[src/rtl/scan_pkg.sv]
// Shared types and constants for the GPIO scan sequencer and its bench:
// FSM state encoding, operation modes and the instruction-word field map.
package scan_pkg;

  localparam int REG_WIDTH_DEFAULT = 112;

  typedef enum logic [2:0] {
    ST_IDLE,
    ST_SHIFT_IN,
    ST_SRAM_CLK,
    ST_WAIT,
    ST_LOAD,
    ST_SHIFT_OUT,
    ST_DONE
  } scan_state_t;

  localparam logic [1:0] OP_FULL = 2'b00;
  localparam logic [1:0] OP_IN   = 2'b01;
  localparam logic [1:0] OP_OUT  = 2'b10;

  // Field positions inside the 112-bit instruction word (bit 111 is scanned first)
  localparam int CS_MSB     = 111;
  localparam int CS_LSB     = 108;
  localparam int ADDR0_MSB  = 107;
  localparam int ADDR0_LSB  = 92;
  localparam int DIN0_MSB   = 91;
  localparam int DIN0_LSB   = 60;
  localparam int CSB0_BIT   = 59;
  localparam int WEB0_BIT   = 58;
  localparam int WMASK0_MSB = 57;
  localparam int WMASK0_LSB = 54;
  localparam int ADDR1_MSB  = 53;
  localparam int ADDR1_LSB  = 38;
  localparam int DIN1_MSB   = 37;
  localparam int DIN1_LSB   = 6;
  localparam int CSB1_BIT   = 5;
  localparam int WEB1_BIT   = 4;
  localparam int WMASK1_MSB = 3;
  localparam int WMASK1_LSB = 0;

endpackage

[src/rtl/scan_shifter.sv]
// Datapath for the scan sequencer: parallel-load PISO for the instruction,
// SIPO for the returned word, and a shared saturating bit counter.
module scan_shifter #(
  parameter int W     = 112,
  parameter int CNT_W = 7
) (
  input  logic         clk,
  input  logic         reset_n,
  input  logic         i_load,
  input  logic [W-1:0] i_tx_word,
  input  logic         i_clr_cnt,
  input  logic         i_shift_in,
  input  logic         i_shift_out,
  input  logic         i_din,
  output logic         o_msb,
  output logic [W-1:0] o_rx_word,
  output logic         o_last
);

  localparam logic [CNT_W-1:0] LAST_CNT = CNT_W'(W - 1);

  logic [W-1:0]     r_tx_shift;
  logic [W-1:0]     r_rx_word;
  logic [CNT_W-1:0] r_bit_cnt;
  logic             w_last;

  assign w_last    = (r_bit_cnt == LAST_CNT);
  assign o_last    = w_last;
  assign o_msb     = r_tx_shift[W-1];
  assign o_rx_word = r_rx_word;

  // Counter holds at the terminal value; the FSM clears it before each reuse
  always_ff @(posedge clk or negedge reset_n) begin
    if (!reset_n) begin
      r_tx_shift <= '0;
      r_rx_word  <= '0;
      r_bit_cnt  <= '0;
    end else begin
      if (i_load)
        r_tx_shift <= i_tx_word;
      else if (i_shift_in)
        r_tx_shift <= {r_tx_shift[W-2:0], 1'b0};

      if (i_shift_out)
        r_rx_word <= {i_din, r_rx_word[W-1:1]};

      if (i_load || i_clr_cnt)
        r_bit_cnt <= '0;
      else if ((i_shift_in || i_shift_out) && !w_last)
        r_bit_cnt <= r_bit_cnt + 1'b1;
    end
  end

endmodule

[src/rtl/gpio_scan_sequencer.sv]
// Sequences one SRAM test-chip transaction over the GPIO scan path:
// scan in an instruction, clock the SRAM, capture dout and scan the result out.
module gpio_scan_sequencer
  import scan_pkg::*;
#(
  parameter int REG_WIDTH = REG_WIDTH_DEFAULT,
  parameter int CNT_W     = 7,
  parameter int SRAM_WAIT = 2
) (
  input  logic                 clk,
  input  logic                 reset_n,
  input  logic                 start,
  input  logic                 abort,
  input  logic [1:0]           op_mode,
  input  logic [REG_WIDTH-1:0] tx_word,
  input  logic                 scan_data_in,
  output logic                 scan_bit,
  output logic                 in_scan,
  output logic                 sram_strobe,
  output logic                 sram_load,
  output logic                 out_scan,
  output logic [REG_WIDTH-1:0] rx_word,
  output logic                 rx_valid,
  output logic                 busy,
  output logic                 done
);

  localparam logic [3:0] WAIT_LAST = (SRAM_WAIT == 0) ? 4'd0 : 4'(SRAM_WAIT - 1);

  scan_state_t r_state;
  scan_state_t w_next;
  logic [1:0]  r_mode;
  logic [3:0]  r_wait_cnt;

  logic r_in_scan, r_sram_strobe, r_sram_load, r_out_scan;
  logic r_busy, r_done, r_rx_valid;

  logic w_accept, w_last, w_msb;

  assign w_accept = (r_state == ST_IDLE) && start && !abort;

  scan_shifter #(
    .W     (REG_WIDTH),
    .CNT_W (CNT_W)
  ) u_shifter (
    .clk         (clk),
    .reset_n     (reset_n),
    .i_load      (w_accept),
    .i_tx_word   (tx_word),
    .i_clr_cnt   (r_state == ST_LOAD),
    .i_shift_in  (r_state == ST_SHIFT_IN),
    .i_shift_out (r_state == ST_SHIFT_OUT),
    .i_din       (scan_data_in),
    .o_msb       (w_msb),
    .o_rx_word   (rx_word),
    .o_last      (w_last)
  );

  always_ff @(posedge clk or negedge reset_n) begin
    if (!reset_n) begin
      r_state    <= ST_IDLE;
      r_mode     <= OP_FULL;
      r_wait_cnt <= '0;
    end else begin
      r_state <= w_next;
      if (w_accept)
        r_mode <= op_mode;
      if (r_state == ST_WAIT)
        r_wait_cnt <= r_wait_cnt + 1'b1;
      else
        r_wait_cnt <= '0;
    end
  end

  // Abort overrides every transition, including an accept in IDLE
  always_comb begin
    w_next = r_state;
    case (r_state)
      ST_IDLE:      if (start) w_next = (op_mode == OP_OUT) ? ST_SHIFT_OUT : ST_SHIFT_IN;
      ST_SHIFT_IN:  if (w_last) w_next = (r_mode == OP_IN) ? ST_DONE : ST_SRAM_CLK;
      ST_SRAM_CLK:  w_next = (SRAM_WAIT == 0) ? ST_LOAD : ST_WAIT;
      ST_WAIT:      if (r_wait_cnt == WAIT_LAST) w_next = ST_LOAD;
      ST_LOAD:      w_next = ST_SHIFT_OUT;
      ST_SHIFT_OUT: if (w_last) w_next = ST_DONE;
      ST_DONE:      w_next = ST_IDLE;
      default:      w_next = ST_IDLE;
    endcase
    if (abort)
      w_next = ST_IDLE;
  end

  // Strobes are flopped from the next state so pads see glitch-free levels
  always_ff @(posedge clk or negedge reset_n) begin
    if (!reset_n) begin
      r_in_scan     <= 1'b0;
      r_sram_strobe <= 1'b0;
      r_sram_load   <= 1'b0;
      r_out_scan    <= 1'b0;
      r_busy        <= 1'b0;
      r_done        <= 1'b0;
      r_rx_valid    <= 1'b0;
    end else begin
      r_in_scan     <= (w_next == ST_SHIFT_IN);
      r_sram_strobe <= (w_next == ST_SRAM_CLK);
      r_sram_load   <= (w_next == ST_LOAD);
      r_out_scan    <= (w_next == ST_SHIFT_OUT);
      r_busy        <= (w_next != ST_IDLE);
      r_done        <= (w_next == ST_DONE);
      r_rx_valid    <= (w_next == ST_DONE) && (r_state == ST_SHIFT_OUT);
    end
  end

  assign scan_bit    = r_in_scan & w_msb;
  assign in_scan     = r_in_scan;
  assign sram_strobe = r_sram_strobe;
  assign sram_load   = r_sram_load;
  assign out_scan    = r_out_scan;
  assign busy        = r_busy;
  assign done        = r_done;
  assign rx_valid    = r_rx_valid;

endmodule
[config.mk]
export PLATFORM = sky130hd
export DESIGN_NAME = gpio_scan_sequencer
export DESIGN_NICKNAME = d
export VERILOG_FILES = /design/src/rtl/scan_pkg.sv /design/src/rtl/scan_shifter.sv /design/src/rtl/gpio_scan_sequencer.sv
export SDC_FILE = /design/constraint.sdc
export NUM_CORES = 1
export LEC_CHECK = 0
export BUFFER_PORTS_ARGS = -buffer_cell sky130_fd_sc_hd__clkbuf_2
export CORE_ASPECT_RATIO = 0.9
export CORE_MARGIN = 4
export CORE_UTILIZATION = 30
export CTS_CLUSTER_SIZE = 10
export DETAILED_ROUTE_END_ITERATION = 7
export MAX_ROUTING_LAYER = met4
export PLACE_DENSITY_LB_ADDON = 0.2
export SLEW_MARGIN = 20
export SYNTH_ARGS = -nofsm -noshare
export SYNTH_HDL_FRONTEND = slang
export SYNTH_SLANG_ARGS = --single-unit
[constraint.sdc]
create_clock -name clk -period 2.9 [get_ports clk]
set_clock_uncertainty 0.1 [all_clocks]
set_input_delay 0.87 -clock clk [delete_from_list [all_inputs] [get_ports clk]]
set_output_delay 0.87 -clock clk [all_outputs]
set_load 0.03 [all_outputs]
Word-level counts from Yosys, hierarchy flattened
Cells that the tools add are included.
{ "word_totals": {"register_bits": 247, "latchBits": 0, "mem_bits_rw": 0, "mem_bits_ro": 0, "in_bits": 119, "out_inout_bits": 120, "elab_cells": 55, "mem_count": 0} }
{ "op_classes": {"n_addsub": 2, "multipliers": 0, "div": 0, "n_lt_le_gt_ge": 0, "n_eq_ne": 14, "shift": 0, "n_mux": 13, "bitwise_logic": 1, "n_reduce_logical": 12} }
{ "op_table": {"columns": ["cell", "count"], "rows": [
  ["two-way mux 112 bit", 2],
  ["two-way mux 3 bit", 7],
  ["one-hot mux 3 bit (6 select lines)", 1],
  ["== test 3 bit (second input constant)", 5],
  ["two-way mux 7 bit", 2],
  ["== test 3 x 2 -> 1 bit (second input constant)", 3],
  ["adder 7 x 1 -> 7 bit (second input constant)", 1],
  ["== test 7 bit (second input constant)", 1],
  ["== test 3 x 1 -> 1 bit (second input constant)", 2],
  ["adder 4 x 1 -> 4 bit (second input constant)", 1],
  ["== test 4 x 1 -> 1 bit (second input constant)", 1],
  ["logical AND 1 bit", 4],
  ["two-way mux 4 bit", 1],
  ["nonzero test 2 bit", 2],
  ["zero test 3 bit", 1],
  ["nonzero test 3 bit", 1],
  ["== test 2 x 1 -> 1 bit (second input constant)", 1],
  ["== test 2 bit (second input constant)", 1],
  ["zero test 1 bit", 2],
  ["logical OR 1 bit", 2],
  ["AND 1 bit", 1]
]} }

Depth between registers and ports, before layout
Gate-level depths: netlist (run 1).
{ "logic_depth": {"depth_word": 7, "mapped_depth": 8} }

Hierarchy
From an unflattened synthesis (run 1), not the netlist that was laid out.
{ "hier_totals": {"hier_cells": 836, "hier_area_um2": 10392.5} }
{ "by_module_without_submodules": {"columns": ["mod", "instances", "cells_each", "area_each_um2"], "rows": [
  ["scan_shifter", 1, 764, 9613.0],
  ["gpio_scan_sequencer", 1, 72, 779.5]
]} }

Worst setup path before layout (run 1)
Ideal clock, no wire load.
{ "synth_timing": {"kind": "input -> register", "start": "input port start", "end": "register r_mode[0]", "setup_ns": 0.125, "arrival_time_ns": 1.839, "t_required_ns": 2.675, "path_slack_ns": 0.836, "cell_stages": 5, "path_buffers": 2, "path_cell_list": "nor4b_2 and2_1 buf_2 buf_6 mux2_2"} }
{ "synth_between": {"elab_chain_cells": 2} }
{ "synth_lines": {"columns": ["item", "line_no", "source"], "rows": [
  ["from (decl)", "gpio_scan_sequencer.sv:12", "input logic start,"],
  ["logical AND 1 bit (2 in a row)", "gpio_scan_sequencer.sv:40", "assign w_accept = (r_state == ST_IDLE) && start && !abort;"],
  ["to (signal assigned)", "gpio_scan_sequencer.sv:67", "r_mode <= op_mode;"],
  ["to (decl)", "gpio_scan_sequencer.sv:32", "logic [1:0] r_mode;"]
]} }
No other way between the ends.
A chain may end at the register's enable or synchronous reset.

Worst setup path after layout (run 1)
{ "layout_timing": {"start": "register r_in_scan (netlist: in_scan)", "end": "output port scan_bit"} }
{ "layout_between": {"elab_chain_cells": 1} }
{ "layout_lines": {"columns": ["item", "line_no", "source"], "rows": [
  ["from (decl)", "gpio_scan_sequencer.sv:35", "logic r_in_scan, r_sram_strobe, r_sram_load, r_out_scan;"],
  ["from (signal assigned)", "gpio_scan_sequencer.sv:103", "r_in_scan <= (w_next == ST_SHIFT_IN);"],
  ["AND 1 bit", "gpio_scan_sequencer.sv:113", "assign scan_bit = r_in_scan & w_msb;"],
  ["to (decl)", "gpio_scan_sequencer.sv:17", "output logic scan_bit,"]
]} }
No other way between the ends.

==> reports/qor.txt, run 1 <==
Status - finished clean
CP max FO - 2
CORE AREA - 33300 um2
CP Launch Type - flip-flop
Setup CP Type - reg2out
IO Port Bufs - 238
Nets@finish - 1187
Final worst setup slack - 0.617 ns
Mapped Nets - 948
Leakage power - 6.88 nW
Required time worst endpoint - 1.93 ns
Max-Slew Margin vs Limit - 62.1%
Number of iterations in the first detailed-routing pass - 4
Worst-Skew Late Latency - 0.54 ns
Cts-stage hold buffer count - 0
Achievable Freq - 438 MHz
Initial antenna violation count - 0
Syn avg cell area - 12.4 um2
Placed cell count - 1489
Die area - 37100 um2
Final Wtd Congestion - 0.751
CTS max path bufs - 3
Final min period - 2.28 ns
Final Hold Slack - 0.115 ns
Drt wl/cell - 16.6 um
Clock sink count - 247
Setup repair after global routing missed its margin - no
Distinct cells, synth - 41
Endpoints failing hold - 0
CTS tree - done
ANT nets after route - 0
H-tree lvl count - 1
Area of the multi-input gates - 3720 um2
Starting Density - 30.7%
N_diodes - 0
Syn Inst Count - 826
Commonest cells after routing, fill and taps aside - dfrtp_1 (247), clkbuf_2 (237), nand2_1 (226), a22oi_1 (110), mux2_4 (69)
Total track usage - 13.5%
YS warnings - 0
Fill cells - 3350
Initial DRC Count - 383
Detail Placement HPWL - 17.0 mm
Cell Rows - 63
Root Buffer - clkbuf_16
Layout cell share with drive strength beyond 1 - 38.8%
Inserted Clock Buffers - 29
Die W - 203 um
Final Max Slew Viols - 0
Vias per cell - 4.62
Worst-Margin Slew - 0.568 ns
Max-cap viol count - 0
Crit path arrival time - 1.31 ns
Tcrit/Tclk final - 78.7%
Final setup violation count - 0
Largest net degree at the start of global routing - 97
Worst Setup SP - in_scan
Critical Path Sink Type - primary output
Gr ovfl total - 0
Height of the die - 183 um
Commonest non-fill, non-tap cell in the layout - dfrtp_1
Total number of vias - 7051
Hold/Removal Path Class - in2async
Reg-to-reg startpoint - r_state[1]
R2r worst-path depth - 5
Area delta synth->final - 25.2%
Post-CTS Setup Inserts - 0
Worst R2R End - u_shifter.r_tx_shift[97]
Register Area - 6180 um2
Pre-CTS WS - 0.400 ns
First-pass GRT wire length - 40.2 mm
#FFs+latches synth - 247
Worst R2R Setup Slack - 0.77 ns
Power density over cell area - 657 nW/um2
Post-synthesis sequential area ratio - 60.5%
VDD IR max - 370 uV
I/O Pins - 239
# DRC - 0
Post-synthesis cell area - 10200 um2
Vias in the first global route - 7152
Setup TNS - 0 ns
Drt total wl - 25.3 mm
Number of gates resized after cts - 0
Post-Layout Cell Count - 1527
Clk pin slew, worst setup/hold paths - 0.06 ns
Critical path endpoint - scan_bit
==> critical path: stages, from the launching register on <==
cell	delay [ns]
dfrtp_1	0.40
and2_1	0.19
clkbuf_2	0.19
==> synthesized netlist by cell type, drive strengths merged <==
cell / number / area (um2)
dfrtp: 247 / 6180
nand2: 227 / 852
mux2: 114 / 1540
a22oi: 110 / 826
buf: 38 / 268
clkbuf: 13 / 48.8
nor2: 11 / 41.3
a21oi: 7 / 35.0
inv: 7 / 26.3
nand3: 6 / 30.0
o21ai: 6 / 30.0
nor3: 4 / 20.0
and2: 3 / 18.8
ha: 3 / 37.5
xnor2: 3 / 26.3
xor2: 3 / 26.3
a211oi: 2 / 20.0
and3b: 2 / 17.5
and4: 2 / 17.5
nor2b: 2 / 15.0
nor3b: 2 / 20.0
or3: 2 / 12.5
a21o: 1 / 7.51
a311oi: 1 / 8.76
a31o: 1 / 8.76
mux2i: 1 / 10.0
nand2b: 1 / 6.26
nand3b: 1 / 7.51
nor4: 1 / 12.5
nor4b: 1 / 15.0
o211ai: 1 / 7.51
o21a: 1 / 7.51
o22ai: 1 / 6.26
or3b: 1 / 8.76
==> where the power goes <==
group	internal, mW	total, mW	switching (mW)
Combinational	0.427	1.00	0.578
Sequential	3.92	4.19	0.274
Clock	1.88	3.21	1.34
Total	6.22	8.41	2.19
==> kinds of logic (layout without fill, tap and decap cells) <==
group,count (synthesis),in the layout,share of synthesized area [%]
xor+xnor,6,6,0.514
buf+inv,58,304,3.36
compound gates,131,131,9.37
mux,115,115,15.2
flops,247,247,60.5
simple gates,266,266,10.7
fa+ha+maj,3,3,0.367
==> area by class of cell <==
class | count | area share (%)
well taps | 455 | 4.45
multi-input cells | 521 | 29.1
clock buffers | 38 | 6.25
flip-flops and latches | 247 | 48.3
inverters | 7 | 0.205
repair buffers | 259 | 11.7
==> per-stage QoR <==
step / total power, mW / utilization [%] / instance area [um2]
final: 8.41 / 38.5 / 12800
after detailed placement: 5.27 / 36.1 / 12000
after global placement: 5.25 / 36.1 / 12000
after floorplan: 4.84 / - / 10200
after global routing: 8.91 / 38.5 / 12800
after CTS: 8.59 / 38.5 / 12800
==> state kept, by name, indices dropped and copies added (netlist names) <==
register	count
busy	1
done	1
in_scan	1
out_scan	1
r_mode	2
r_state	3
r_wait_cnt	4
rx_valid	1
sram_load	1
sram_strobe	1
u_shifter.o_rx_word	112
u_shifter.r_bit_cnt	7
u_shifter.r_tx_shift	112
==> worst min-delay path by stage <==
stage                                           end  slack, ns  cells past startpoint
after floorplan           u_shifter.r_tx_shift[111]       0.34                      2
after global placement     u_shifter.r_tx_shift[46]       0.36                      2
after detailed placement   u_shifter.r_tx_shift[69]       0.36                      2
after CTS                  u_shifter.r_tx_shift[52]       0.11                      1
after global routing       u_shifter.r_tx_shift[56]       0.13                      1
final                      u_shifter.r_tx_shift[53]       0.11                      1
==> metal layers <==
layer	vias to the layer above	routed length, um	track usage [%]
li1	3343	-	-
met1	3538	11600	18.4
met2	130	12100	21.3
met3	40	1020	2.56
met4	0	571	3.01
met5	-	0	-
(Power assumes the default switching activity.)
==> inputs of run 2 (changes only) <==
==> constraint.sdc (replaced) <==
create_clock -name clk -period 1.9 [get_ports clk]
set_clock_uncertainty 0.1 [all_clocks]
set_input_delay 0.57 -clock clk [delete_from_list [all_inputs] [get_ports clk]]
set_output_delay 0.57 -clock clk [all_outputs]
set_load 0.03 [all_outputs]
==> run 2 against run 1 <==
  * Sequential share of layout area decreased by 1.4 points
  * Clock power rose by 49%
  * Combinational power is 66% higher
  * Die area unchanged
  * Non-clock buffer count grew 29
  * Sequential cell count did not move
  * Cell area is 2.9% higher
==> reports/qor.txt, run 2 (same netlist as run 1, synthesis figures left out) <==
Status - finished clean
Gr ovfl total - 0 (unchanged)
Int Pwr - 9.50 mW (+53%)
Critical Path Sink Type - primary output
Pre-CTS WS - -0.000132 ns (-0.400 ns)
Drt total wl - 25.3 mm (+0.19%)
GR Layer Usage met2 - 20.9% (-0.35 points)
Logic pwr share - 12.9% (+1.0 points)
CP Cell Sequence - and2_4, buf_8
CP Launch Type - flip-flop
Register Area - 6180 um2 (about the same)
Inserted Clock Buffers - 29 (unchanged)
Area of the multi-input gates - 3770 um2 (+1.2%)
Die area - 37100 um2 (unchanged)
# DRC - 0 (unchanged)
Height of the die - 183 um (unchanged)
Hold/Removal Path Class - in2reg
Leakage power - 7.07 nW (+2.7%)
Final worst setup slack - 0.0112 ns (-0.606 ns)
Crit path arrival time - 1.22 ns (-0.09 ns)
Total track usage - 13.5% (+0.020 points)
Largest net degree at the start of global routing - 57 (-41%)
Setup TNS - 0 ns (unchanged)
Number of iterations in the first detailed-routing pass - 4 (unchanged)
Initial DRC Count - 393 (+2.6%)
Initial antenna violation count - 0 (unchanged)
Max-cap viol count - 0 (unchanged)
Slowest-stage cell, CP - dfrtp_1
Area delta synth->final - 28.9%
Commonest non-fill, non-tap cell in the layout - dfrtp_1
Die W - 203 um (unchanged)
Starting Density - 30.7% (unchanged)
Tot Pwr - 12.8 mW (+53%)
Nets@finish - 1217 (+2.5%)
Max-Slew Margin vs Limit - 68.0% (+5.9 points)
Fill cells - 3324 (-0.78%)
Power share of the sequential group - 49.8% (about the same)
N_diodes - 0 (unchanged)
Drt wl/cell - 16.3 um (-1.6%)
I/O Pins - 239 (unchanged)
Sw power - 3.33 mW (+52%)
Worst-Skew Late Latency - 0.53 ns (about the same)
Worst-Margin Slew - 0.475 ns (-0.0936 ns)
CTS max path bufs - 3 (unchanged)
Final min period - 1.89 ns
Met3 Use GR - 2.33% (-0.23 points)
First-pass GRT wire length - 40.4 mm (+0.29%)
Placed inst area - 12300 um2 (+2.5%)
Final Wtd Congestion - 0.725 (-3.4%)
Cell Rows - 63 (unchanged)
Clock sink count - 247 (unchanged)
Worst Path Buf+Inv - 1 (unchanged)
Met1 global-route usage - 18.9% (+0.49 points)
Setup CP Type - reg2out
Detail Placement HPWL - 17.8 mm (+4.7%)
Vias per cell - 4.59 (-0.60%)
VDD IR max - 596 uV (+61%)
Crit-path max cell delay - 0.40 ns (about the same)
Required time worst endpoint - 1.23 ns (-0.70 ns)
Clk pwr share - 37.3% (-0.9 points)
Vias in the first global route - 7250 (+1.4%)
Power density over cell area - 975 nW/um2 (+48%)
CORE AREA - 33300 um2 (unchanged)
Final instance area - 13200 um2 (+2.9%)
Setup repair after global routing missed its margin - yes
CP max FO - 2 (unchanged)
Final Max Slew Viols - 0 (unchanged)
Final setup violation count - 0 (unchanged)
Root Buffer - clkbuf_16
ANT nets after route - 0 (unchanged)
Clk pin slew, worst setup/hold paths - 0.06 ns (about the same)
GR peak layer - met2
Worst R2R Setup Slack - 0.10 ns (-0.67 ns)
Tcrit/Tclk final - 99.4%
IO Port Bufs - 238 (unchanged)
Total number of vias - 7137 (+1.2%)
Commonest cells after routing, fill and taps aside - dfrtp_1 (246), clkbuf_2 (231), nand2_1 (226), a22oi_1 (110), mux2_4 (69)
Achievable Freq - 529 MHz
Sw Ratio - 26.0% (-0.037 points)
Layout cell share with drive strength beyond 1 - 41.0% (+2.2 points)
Endpoints failing hold - 0 (unchanged)
H-tree lvl count - 1 (unchanged)
Kind of cell adding the most delay to the critical path - flip-flops
CTS tree - done
[run 2: cell count changes in the layout (fill, tap and decap cells not counted), sizes merged]
| cell | change |
|---|---|
| clkinvlp | +1 |
| buf | +32 |
| clkbuf | -7 |
| dlygate4sd3 | +1 |
| and2 | +1 |
[run 2: area by class of cell]
| type | count | share of cell area (%) |
|---|---|---|
| multi-input cells | 522 | 28.6 |
| flip-flops and latches | 247 | 46.9 |
| clock inverters | 1 | 0.0570 |
| inverters | 7 | 0.200 |
| clock buffers | 35 | 5.83 |
| repair buffers | 288 | 14.1 |
| well taps | 455 | 4.32 |
[run 2: worst paths after layout]
path                       cells after the start                startpoint                       end
max                                            2                   in_scan                  scan_bit
max in group asynchronous                      3                   reset_n   u_shifter.o_rx_word[62]
min                                            3                tx_word[0]   u_shifter.r_tx_shift[0]
max reg2reg                                    5                r_state[0]  u_shifter.r_tx_shift[25]
min in group asynchronous                      2                   reset_n  u_shifter.r_tx_shift[45]
min reg2reg                                    2  u_shifter.r_tx_shift[14]  u_shifter.r_tx_shift[14]
[run 2: repair_timing]
| item | in CTS | in global routing |
|---|---|---|
| cloned | 0 | 1 |
| gates resized for setup | 9 | 13 |
| hold buffers | 1 | 0 |
| setup buffers | 1 | 0 |
| hold endpoints to repair | 32 | 0 |
| endpoints found under the setup margin | 5 | 9 |
| pin swaps | 1 | 3 |
[run 2: worst min-delay path, delay by kind of cell]
| kind | cells | cell delay, ns |
|---|---|---|
| AND/OR/NAND/NOR | 1 | 0.04 |
| buffers and inverters | 1 | 0.07 |
| AO/OA/AOI/OAI | 1 | 0.06 |
[run 2: power groups by stage]
stage / logic (mW) / clock network (mW) / registers, mW
after global routing: 1.90 / 5.19 / 6.47
after floorplan: 0.960 / 0 / 6.43
after CTS: 1.69 / 4.99 / 6.39
after detailed placement: 1.67 / 0 / 6.47
after global placement: 1.64 / 0 / 6.47
final: 1.66 / 4.78 / 6.39
[run 2: stage by stage]
stage          hold slack [ns]  std cells  utilization [%]
5_1_grt                  0.118       1555             39.6
6_report                 0.151       1555             39.6
4_1_cts                  0.100       1554             39.5
3_3_place_gp             0.358       1516             37.0
2_1_floorplan            0.174        826                -
3_5_place_dp             0.362       1516             37.0
[run 2: per-layer routing]
layer	part of all wire [%]	vias to the layer above	routed length [um]
li1	-	3387	-
met1	47	3556	11900
met2	47	162	11900
met3	4.1	32	1040
met4	2.0	0	506
met5	0	-	0
